`config.mk`:
```
export PLATFORM = sky130hd
export DESIGN_NAME = bus_seq_ctrl
export DESIGN_NICKNAME = d
export VERILOG_FILES = /design/src/rtl/bus_sequencer_pkg.sv /design/src/rtl/bus_seq_ctrl_decoder.sv /design/src/rtl/bus_seq_ctrl.sv
export SDC_FILE = /design/constraint.sdc
export NUM_CORES = 1
export LEC_CHECK = 0
export ABC_AREA = 0
export BUFFER_PORTS_ARGS = -buffer_cell sky130_fd_sc_hd__buf_2
export CORE_UTILIZATION = 35
export CTS_CLUSTER_SIZE = 24
export DETAILED_ROUTE_END_ITERATION = 6
export GPL_TIMING_DRIVEN = 0
export PLACE_DENSITY = 0.55
export SKIP_LAST_GASP = 1
export SYNTH_ARGS = -nofsm -noshare
export SYNTH_HDL_FRONTEND = slang
export SYNTH_SLANG_ARGS = --single-unit
```
`constraint.sdc`:
```
create_clock -name clk_i -period 2.9 [get_ports clk_i]
set_input_delay 0.29 -clock clk_i [delete_from_list [all_inputs] [get_ports clk_i]]
set_output_delay 0.29 -clock clk_i [all_outputs]
set_load 0.02 [all_outputs]
```
`src/rtl/bus_sequencer_pkg.sv`:
```
// Shared types for the bus sequencer: sequence word layout, decoded
// instruction types, controller states and the jump-target helper.
package bus_sequencer_pkg;

    localparam int JMP_VAL_W  = 8;
    localparam int DATA_W     = 16;
    localparam int MAX_ADDR_W = 16;

    typedef enum logic [1:0] {
        CMD_NOP   = 2'd0,
        RUN_INSTR = 2'd1,
        CMD_END   = 2'd2,
        CMD_RSVD  = 2'd3
    } cmd_t;

    typedef enum logic [2:0] {
        INSTR_NOP        = 3'd0,
        INSTR_WRITE      = 3'd1,
        INSTR_READ       = 3'd2,
        INSTR_WAIT       = 3'd3,
        INSTR_UNCOND_JMP = 3'd4,
        INSTR_COMP_JMP   = 3'd5,
        INSTR_RSVD6      = 3'd6,
        INSTR_RSVD7      = 3'd7
    } instr_t;

    typedef logic [DATA_W-1:0] instr_data_t;

    typedef struct packed {
        cmd_t                 cmd_type;
        instr_t               instr;
        logic                 jmp_dir_up;
        logic [JMP_VAL_W-1:0] jmp_value;
        instr_data_t          data;
    } seq_word_t;

    function automatic int get_word_width();
        return $bits(seq_word_t);
    endfunction

    function automatic int get_data_width();
        return DATA_W;
    endfunction

    typedef enum logic [2:0] {
        IDLE,
        FETCH,
        WAIT,
        DISPATCH,
        EXEC,
        DONE,
        ERR
    } ctrl_state_t;

    // Returns {overflow, addr}; "up" walks toward address 0.
    function automatic logic [MAX_ADDR_W:0] jump_target(
        input logic [MAX_ADDR_W-1:0] pc,
        input logic [MAX_ADDR_W-1:0] val,
        input logic                  up,
        input logic [MAX_ADDR_W-1:0] last
    );
        logic [MAX_ADDR_W:0] sum;
        logic                ovf;
        if (up) begin
            sum = {1'b0, pc} - {1'b0, val};
            ovf = sum[MAX_ADDR_W];
        end else begin
            sum = {1'b0, pc} + {1'b0, val};
            ovf = sum > {1'b0, last};
        end
        return {ovf, sum[MAX_ADDR_W-1:0]};
    endfunction

endpackage

```
`src/rtl/bus_seq_ctrl_decoder.sv`:
```
// Combinational decode of one sequence word into control flags
// and the instruction handed to the executor.
module bus_seq_ctrl_decoder
    import bus_sequencer_pkg::*;
(
    input  seq_word_t            word,
    output logic                 run,
    output logic                 jmp_en,
    output logic                 jmp_cond,
    output logic                 jmp_up,
    output logic [JMP_VAL_W-1:0] jmp_value,
    output instr_t               instr,
    output instr_data_t          data
);

    assign run       = word.cmd_type == RUN_INSTR;
    assign jmp_up    = word.jmp_dir_up;
    assign jmp_value = word.jmp_value;
    assign instr     = word.instr;
    assign data      = word.data;

    always_comb begin
        jmp_en   = 1'b0;
        jmp_cond = 1'b0;
        unique case (1'b1)
            (word.instr == INSTR_UNCOND_JMP): begin
                jmp_en = 1'b1;
            end
            (word.instr == INSTR_COMP_JMP): begin
                jmp_en   = 1'b1;
                jmp_cond = 1'b1;
            end
            default: begin
                jmp_en = 1'b0;
            end
        endcase
    end

endmodule

```
`src/rtl/bus_seq_ctrl.sv`:
```
// Program-flow controller: fetches sequence words, resolves jumps and
// hands instructions to the bus executor over valid/ready.
module bus_seq_ctrl
    import bus_sequencer_pkg::*;
#(
    parameter int ADDR_W     = 8,
    parameter int START_ADDR = 0
) (
    input  logic                        clk_i,
    input  logic                        rst_ni,
    input  logic                        start_i,
    input  logic                        abort_i,
    output logic                        busy_o,
    output logic                        done_o,
    output logic                        err_o,
    output logic [ADDR_W-1:0]           pc_o,
    output logic                        mem_rd_o,
    output logic [ADDR_W-1:0]           mem_addr_o,
    input  logic [get_word_width()-1:0] mem_data_i,
    output logic                        exec_valid_o,
    input  logic                        exec_ready_i,
    output instr_t                      exec_type_o,
    output instr_data_t                 exec_data_o,
    input  logic                        cmp_flag_i
);

    localparam logic [ADDR_W-1:0] START   = ADDR_W'(START_ADDR);
    localparam logic [ADDR_W-1:0] PC_LAST = '1;

    ctrl_state_t       state_q, state_d;
    logic [ADDR_W-1:0] pc_q, pc_d;
    logic              cmp_q, cmp_d;
    seq_word_t         word_q;

    logic                 run;
    logic                 jmp_en;
    logic                 jmp_cond;
    logic                 jmp_up;
    logic [JMP_VAL_W-1:0] jmp_raw;
    instr_t               d_instr;
    instr_data_t          d_data;

    bus_seq_ctrl_decoder u_dec (
        .word      (word_q),
        .run       (run),
        .jmp_en    (jmp_en),
        .jmp_cond  (jmp_cond),
        .jmp_up    (jmp_up),
        .jmp_value (jmp_raw),
        .instr     (d_instr),
        .data      (d_data)
    );

    logic [ADDR_W-1:0]            jmp_val;
    logic [MAX_ADDR_W:0]          jt;
    logic [MAX_ADDR_W-ADDR_W:0]   jt_hi;
    logic [ADDR_W-1:0]            jmp_addr;
    logic                         jmp_take;
    logic                         jmp_bad;
    logic                         pc_last;
    logic [ADDR_W-1:0]            pc_inc;
    logic                         exec_offer;
    logic                         exec_hs;

    assign jmp_val = ADDR_W'(jmp_raw);
    assign jt      = jump_target(MAX_ADDR_W'(pc_q), MAX_ADDR_W'(jmp_val),
                                 jmp_up, MAX_ADDR_W'(PC_LAST));
    // Any bit above the address range means borrow or carry.
    assign {jt_hi, jmp_addr} = jt;
    assign jmp_take = !jmp_cond || cmp_q;
    assign jmp_bad  = (|jt_hi) || (jmp_val == '0);
    assign pc_last  = pc_q == PC_LAST;
    assign pc_inc   = pc_q + ADDR_W'(1);

    assign exec_offer = (state_q == DISPATCH && run && !jmp_en)
                     || (state_q == EXEC);
    assign exec_hs    = exec_offer && exec_ready_i;

    always_comb begin
        state_d = state_q;
        pc_d    = pc_q;
        cmp_d   = cmp_q;
        unique case (state_q)
            IDLE: begin
                if (start_i) begin
                    pc_d    = START;
                    state_d = FETCH;
                end
            end
            FETCH:    state_d = WAIT;
            WAIT:     state_d = DISPATCH;
            DISPATCH: begin
                if (!run) begin
                    state_d = DONE;
                end else if (jmp_en && !jmp_take) begin
                    if (pc_last) begin
                        state_d = ERR;
                    end else begin
                        pc_d    = pc_inc;
                        state_d = FETCH;
                    end
                end else if (jmp_en) begin
                    if (jmp_bad) begin
                        state_d = ERR;
                    end else begin
                        pc_d    = jmp_addr;
                        state_d = FETCH;
                    end
                end else begin
                    state_d = EXEC;
                end
            end
            EXEC:     state_d = EXEC;
            DONE:     state_d = IDLE;
            ERR:      state_d = IDLE;
            default:  state_d = IDLE;
        endcase
        // A handshake can complete in DISPATCH already, skipping EXEC.
        if (exec_hs) begin
            cmp_d = cmp_flag_i;
            if (pc_last) begin
                state_d = ERR;
            end else begin
                pc_d    = pc_inc;
                state_d = FETCH;
            end
        end
        if (abort_i) begin
            state_d = IDLE;
            pc_d    = pc_q;
            cmp_d   = cmp_q;
        end
    end

    always_ff @(posedge clk_i or negedge rst_ni) begin
        if (!rst_ni) begin
            state_q <= IDLE;
            pc_q    <= START;
            cmp_q   <= 1'b0;
            word_q  <= '0;
        end else begin
            state_q <= state_d;
            pc_q    <= pc_d;
            cmp_q   <= cmp_d;
            if (state_q == WAIT) begin
                word_q <= seq_word_t'(mem_data_i);
            end
        end
    end

    assign busy_o       = state_q != IDLE;
    assign done_o       = state_q == DONE;
    assign err_o        = state_q == ERR;
    assign pc_o         = pc_q;
    assign mem_rd_o     = state_q == FETCH;
    assign mem_addr_o   = pc_q;
    assign exec_valid_o = exec_offer;
    assign exec_type_o  = exec_offer ? d_instr : INSTR_NOP;
    assign exec_data_o  = exec_offer ? d_data : '0;

endmodule

```
**After elaboration in Yosys (flattened, before gate mapping)**

Cells that the tools add are included.

- Bits in registers: 42
- Bits of input ports: 36
- Output and inout port bits: 40
- Word-level logic and storage cells: 64

- Add/subtract/negate cells: 3
- $lt $le $gt $ge: 1
- Eq/ne operators: 11
- Mux-type cells: 24
- Bitwise gates (word level): 1
- Reductions and logical operators: 16

Operators with widths:

| kind | count |
|---|---|
| $mux 8 | 8 |
| $mux 16 | 2 |
| $mux 3 | 9 |
| $pmux 8 s2 | 1 |
| $eq 3x3->1 const B | 5 |
| $pmux 3 s5 | 1 |
| $add 8x8->9 | 1 |
| $gt 9x8->1 const B | 1 |
| $reduce_or 9->1 | 1 |
| $sub 8x8->9 | 1 |
| $add 8x1->8 const B | 1 |
| $eq 8x8->1 const B | 1 |
| $logic_not 8->1 | 1 |
| $eq 3x2->1 const B | 2 |
| $logic_and 1x1->1 | 4 |
| $ne 4x4->1 const B | 1 |
| $eq 3x1->1 const B | 1 |
| $logic_not 1->1 | 3 |
| $logic_not 3->1 | 1 |
| $logic_or 1x1->1 | 3 |
| $mux 1 | 3 |
| $reduce_bool 3->1 | 1 |
| $eq 2x1->1 const B | 1 |
| $reduce_and 2->1 | 1 |
| 2 further kinds | 2 |

**Logic depth before layout (Yosys ltp)**

- Depth in word-level cells: 12
- Mapped depth: 11
- Depth with buffers taken out: 11

**By module**

From an unflattened synthesis, not the netlist that was laid out.

- Cells, all modules: 388
- Area total of the unflattened synthesis: 3499.6 µm²

By module, submodules not included:

| module | instances | cells an instance | area an instance (µm²) | seq. area each (µm²) |
|---|---|---|---|---|
| bus_seq_ctrl | 1 | 357 | 3268.1 | 1051.0 |
| bus_seq_ctrl_decoder | 1 | 31 | 231.5 | 0.0 |

**Worst setup path before layout**

OpenSTA, ideal clock, no wires.

- Kind: reg-to-reg
- Start point: register pc_q[0] (netlist: mem_addr_o[0])
- End point: register pc_q[3] (netlist: mem_addr_o[3])
- Setup time: 0.126 ns
- Data arrival time: 2.411 ns
- Data required time: 2.774 ns
- Path slack: 0.363 ns
- Cell stages (with the launch flop): 12
- Buffers on the path: 0
- Period minus slack after synthesis: 2.537 ns
- Cells stage by stage: dfrtp_1 -> inv_1 -> ha_1 -> inv_1 -> fa_1 -> a21o_1 -> a21oi_1 -> o211ai_2 -> o211ai_4 -> nor3_1 -> o311a_1 -> a221o_1

- Cells in the longest elaborated chain, start to end: 12
- Elaborated cells on any way between the ends: 17
- Classes of those cells: 3 x add/sub; 1 x order compare; 1 x eq/ne; 10 x mux; 2 x reduce/logical

RTL lines:

| item | RTL line | text |
|---|---|---|
| from (decl) | bus_seq_ctrl.sv:31 | `logic [ADDR_W-1:0] pc_q, pc_d;` |
| from (signal assigned) | bus_seq_ctrl.sv:143 | `pc_q <= pc_d;` |
| $add 8x8->9 | bus_sequencer_pkg.sv:68 | `sum = {1'b0, pc} + {1'b0, val};` |
| $gt 9x8->1 | bus_sequencer_pkg.sv:69 | `ovf = sum > {1'b0, last};` |
| $mux 1 | bus_sequencer_pkg.sv:64 | `if (up) begin` |
| $reduce_or 9->1 | bus_seq_ctrl.sv:71 | `assign jmp_bad = (\|jt_hi) \|\| (jmp_val == '0);` |
| $logic_or 1x1->1 | bus_seq_ctrl.sv:71 |  |
| $mux 8 | bus_seq_ctrl.sv:103 | `if (jmp_bad) begin` |
| $mux 8 | bus_seq_ctrl.sv:102 | `end else if (jmp_en) begin` |
| $mux 8 | bus_seq_ctrl.sv:95 | `end else if (jmp_en && !jmp_take) begin` |
| $mux 8 | bus_seq_ctrl.sv:93 | `if (!run) begin` |
| $pmux 8 s2 | bus_seq_ctrl.sv:83 | `unique case (state_q)` |
| $mux 8 | bus_seq_ctrl.sv:121 | `if (pc_last) begin` |
| $mux 8 * | bus_seq_ctrl.sv:119 | `if (exec_hs) begin` |

Mark *: on every way between the ends. The rest lies on a longest branch, timed or not.
A chain may end at the register's enable or synchronous reset.

**Worst setup path in the final report**

Same ends and word-level chain as after synthesis.

==> flow_summary.json <==
{
  "drc": 0,
  "critical_path_required_ns": 3.09,
  "period_needed_ns": 2.70,
  "synth_nets": 418,
  "overflow": 0,
  "status": "complete, no violations",
  "vias": 3028,
  "end_kind": "flip-flop",
  "hold_buffers": 0,
  "tns_ns": 0,
  "numPortBuffers": 75,
  "criticalPathCategory": "flip-flop to flip-flop",
  "grt_max_degree": 43,
  "tightest_slew_ns": 0.980,
  "initialDrtViolationCount": 165,
  "power_density_mw_per_mm2": 757,
  "nets": 500,
  "cts-buffers-inserted": 5,
  "dp_cells": 549,
  "holdWs_ns": 0.128,
  "dp_hpwl_um": 6760,
  "ys_ff_latch": 42,
  "max_freq_mhz": 370,
  "htree_levels": 2,
  "synthArstFlopShare_pct": 100,
  "synth_edf_count": 0,
  "syn_inst": 363,
  "maxCapViolations": 0,
  "setup_violations": 0,
  "cts-root-buf": "clkbuf_8",
  "cts_resized": 0,
  "yosysUniqueCellTypes": 68,
  "hold_path_class": "primary input to async pin",
  "fin_worst_skew_ns": 0.0102,
  "finish.utilization_pct": 43.0,
  "p_leak_nw": 1.86,
  "wire_per_inst_um": 16.3,
  "placed_area_sq_mm": 0.00383,
  "area_growth_syn_to_layout_pct": 19.2,
  "yosys_warnings": 0,
  "dieArea_sq_mm": 0.00986,
  "cts_tree": "built",
  "cts_sinks": 42,
  "antenna_found_initial": 0,
  "syn_area_sq_mm": 0.00331,
  "fin_cells": 557,
  "ios": 76,
  "post_cts_buffers": 0,
  "rsz0062_at_grt": "no",
  "gp_congestion": 0.870,
  "synth_area_per_cell_sq_um": 9.13,
  "grt_pass1_wl_um": 15300,
  "clkTransAtPathRegs_ns": 0.10,
  "fin_crit_sh_pct": 93.3,
  "wl_um": 9090,
  "crit_fanout": 9,
  "grt_pass1_vias": 3059,
  "fill_cells": 938,
  "rows": 35,
  "ir_worst_vdd_uv": 384,
  "grt_usage_pct": 19.5,
  "detail-route-antenna-nets": 0,
  "viasPerCell": 5.44,
  "report.final.slew_viol_count": 0,
  "synth_area_leaders": "dfrtp_1 32%, mux2_2 8.5%, ha_1 6.4%, nor2b_1 5.1%, o21ai_0 3.6%",
  "start_util_pct": 36.0,
  "cts_buffer_depth": 2,
  "hold_viol": 0,
  "post_route_cells_drive_above_1_share_pct": 33.6,
  "crit_arrival_ns": 2.89,
  "worstSetupStartpointType": "flip-flop",
  "clk_latency_ns": 0.30,
  "die_x_um": 99.3,
  "final_cell_area_sq_mm": 0.00395,
  "synth-seq-area-share_pct": 31.7,
  "diodes": 0,
  "core_area_sq_mm": 0.00920,
  "dr.pass1.iters": 5,
  "synthFlopType": "dfrtp_1",
  "die_y_um": 99.3,
  "synth_top_area_share_pct": 31.7,
  "slew_headroom_pct": 34.7,
  "synth_top_area_cell": "dfrtp_1"
}
Yosys cell counts (5+ instances only):
master,count
a21oi_1,12
a31oi_1,9
buf_2,5
buf_4,10
clkbuf_1,10
dfrtp_1,42
ha_1,17
inv_1,15
mux2_2,25
nand2_1,27
nand2b_1,7
nand3_1,6
nor2_1,24
nor2b_1,27
nor3_1,7
o21ai_0,24
o311ai_0,5
xnor2_1,6
per-stage QoR:
stage / setup WS [ns] / power, W
finish: 0.195 / 0.00299
global route: 0.0142 / 0.00324
CTS: 0.0427 / 0.00300
global placement: 0.0680 / 0.00247
detailed placement: 0.0374 / 0.00249
floorplan: 0.363 / 0.00209
critical path: stages (launching register included):
cell	delay, ns
dfrtp_2	0.48
inv_1	0.13
ha_1	0.18
inv_1	0.05
fa_1	0.39
a21o_1	0.18
a21oi_2	0.21
o211ai_2	0.12
o211ai_4	0.17
nor3_1	0.09
o311a_1	0.31
a221o_1	0.27
cells in the final DEF (no fill, tap or decap), types with 5 or more instances in the layout:
| cell type | netlist | routed |
|---|---|---|
| buf_2 | 5 | 80 |
| dfrtp_1 | 42 | 41 |
| nand2_1 | 27 | 27 |
| nor2b_1 | 27 | 27 |
| mux2_2 | 25 | 25 |
| o21ai_0 | 24 | 24 |
| nor2_1 | 24 | 23 |
| ha_1 | 17 | 17 |
| inv_1 | 15 | 15 |
| a21oi_1 | 12 | 11 |
| buf_4 | 10 | 10 |
| a31oi_1 | 9 | 9 |
| clkbuf_1 | 10 | 8 |
| nand2b_1 | 7 | 7 |
| nor3_1 | 7 | 7 |
| nand3_1 | 6 | 6 |
| xnor2_1 | 6 | 6 |
| clkbuf_8 | 0 | 5 |
final cells by class:
class                      instances  area (sq um)  area share (%)
multi-input combinational        277          2040            51.7
sequential                        42          1050            26.6
timing repair buffer              75           375            9.50
buffer                            28           168            4.24
tap                              111           139            3.52
clock buffer                       5          68.8            1.74
inverter                          16          60.1            1.52
clock inverter                     3          43.8            1.11
registers in the layout, indices dropped and copies added, names as in the netlist:
signal and cells:
word_q 30, mem_addr_o 8, state_q 3, cmp_q 1
per-layer routing:
metal	GRT usage, %	share of wire (%)	vias up
met3	4.01	5.9	6
li1	-	-	1467
met2	30.9	45	107
met4	4.52	1.1	0
met5	0	0	-
met1	27.4	48	1448
cells by family after synthesis:
family / synth area share (%)
xor+xnor: 2.38
buf+inv: 6.80
compound gates: 21.3
flops: 31.7
simple gates: 21.0
fa+ha+maj: 7.63
mux: 9.10
where the power goes:
part           switching, W  internal, W  total [W]
sequential         0.000157     0.000811   0.000968
clock              0.000237     0.000259   0.000496
combinational      0.000840     0.000686    0.00153
total               0.00123      0.00176    0.00299
worst paths after layout:
kind                            cells past startpoint  slack [ns]                       from                         to
min in group clk_i                                  3        0.18             mem_data_i[18]     word_q[18]$_DFFE_PN0P_
worst min register to register                      1        0.50     word_q[14]$_DFFE_PN0P_     word_q[14]$_DFFE_PN0P_
worst min-delay path                                1        0.13                     rst_ni     word_q[17]$_DFFE_PN0P_
worst max-delay path                               11        0.20  mem_addr_o[0]$_DFFE_PN0N_  mem_addr_o[3]$_DFFE_PN0N_
worst max register to register                     11        0.20  mem_addr_o[0]$_DFFE_PN0N_  mem_addr_o[3]$_DFFE_PN0N_
max in group asynchronous                           1        2.11                     rst_ni  mem_addr_o[0]$_DFFE_PN0N_
Power figures use the tool's default switching activity.
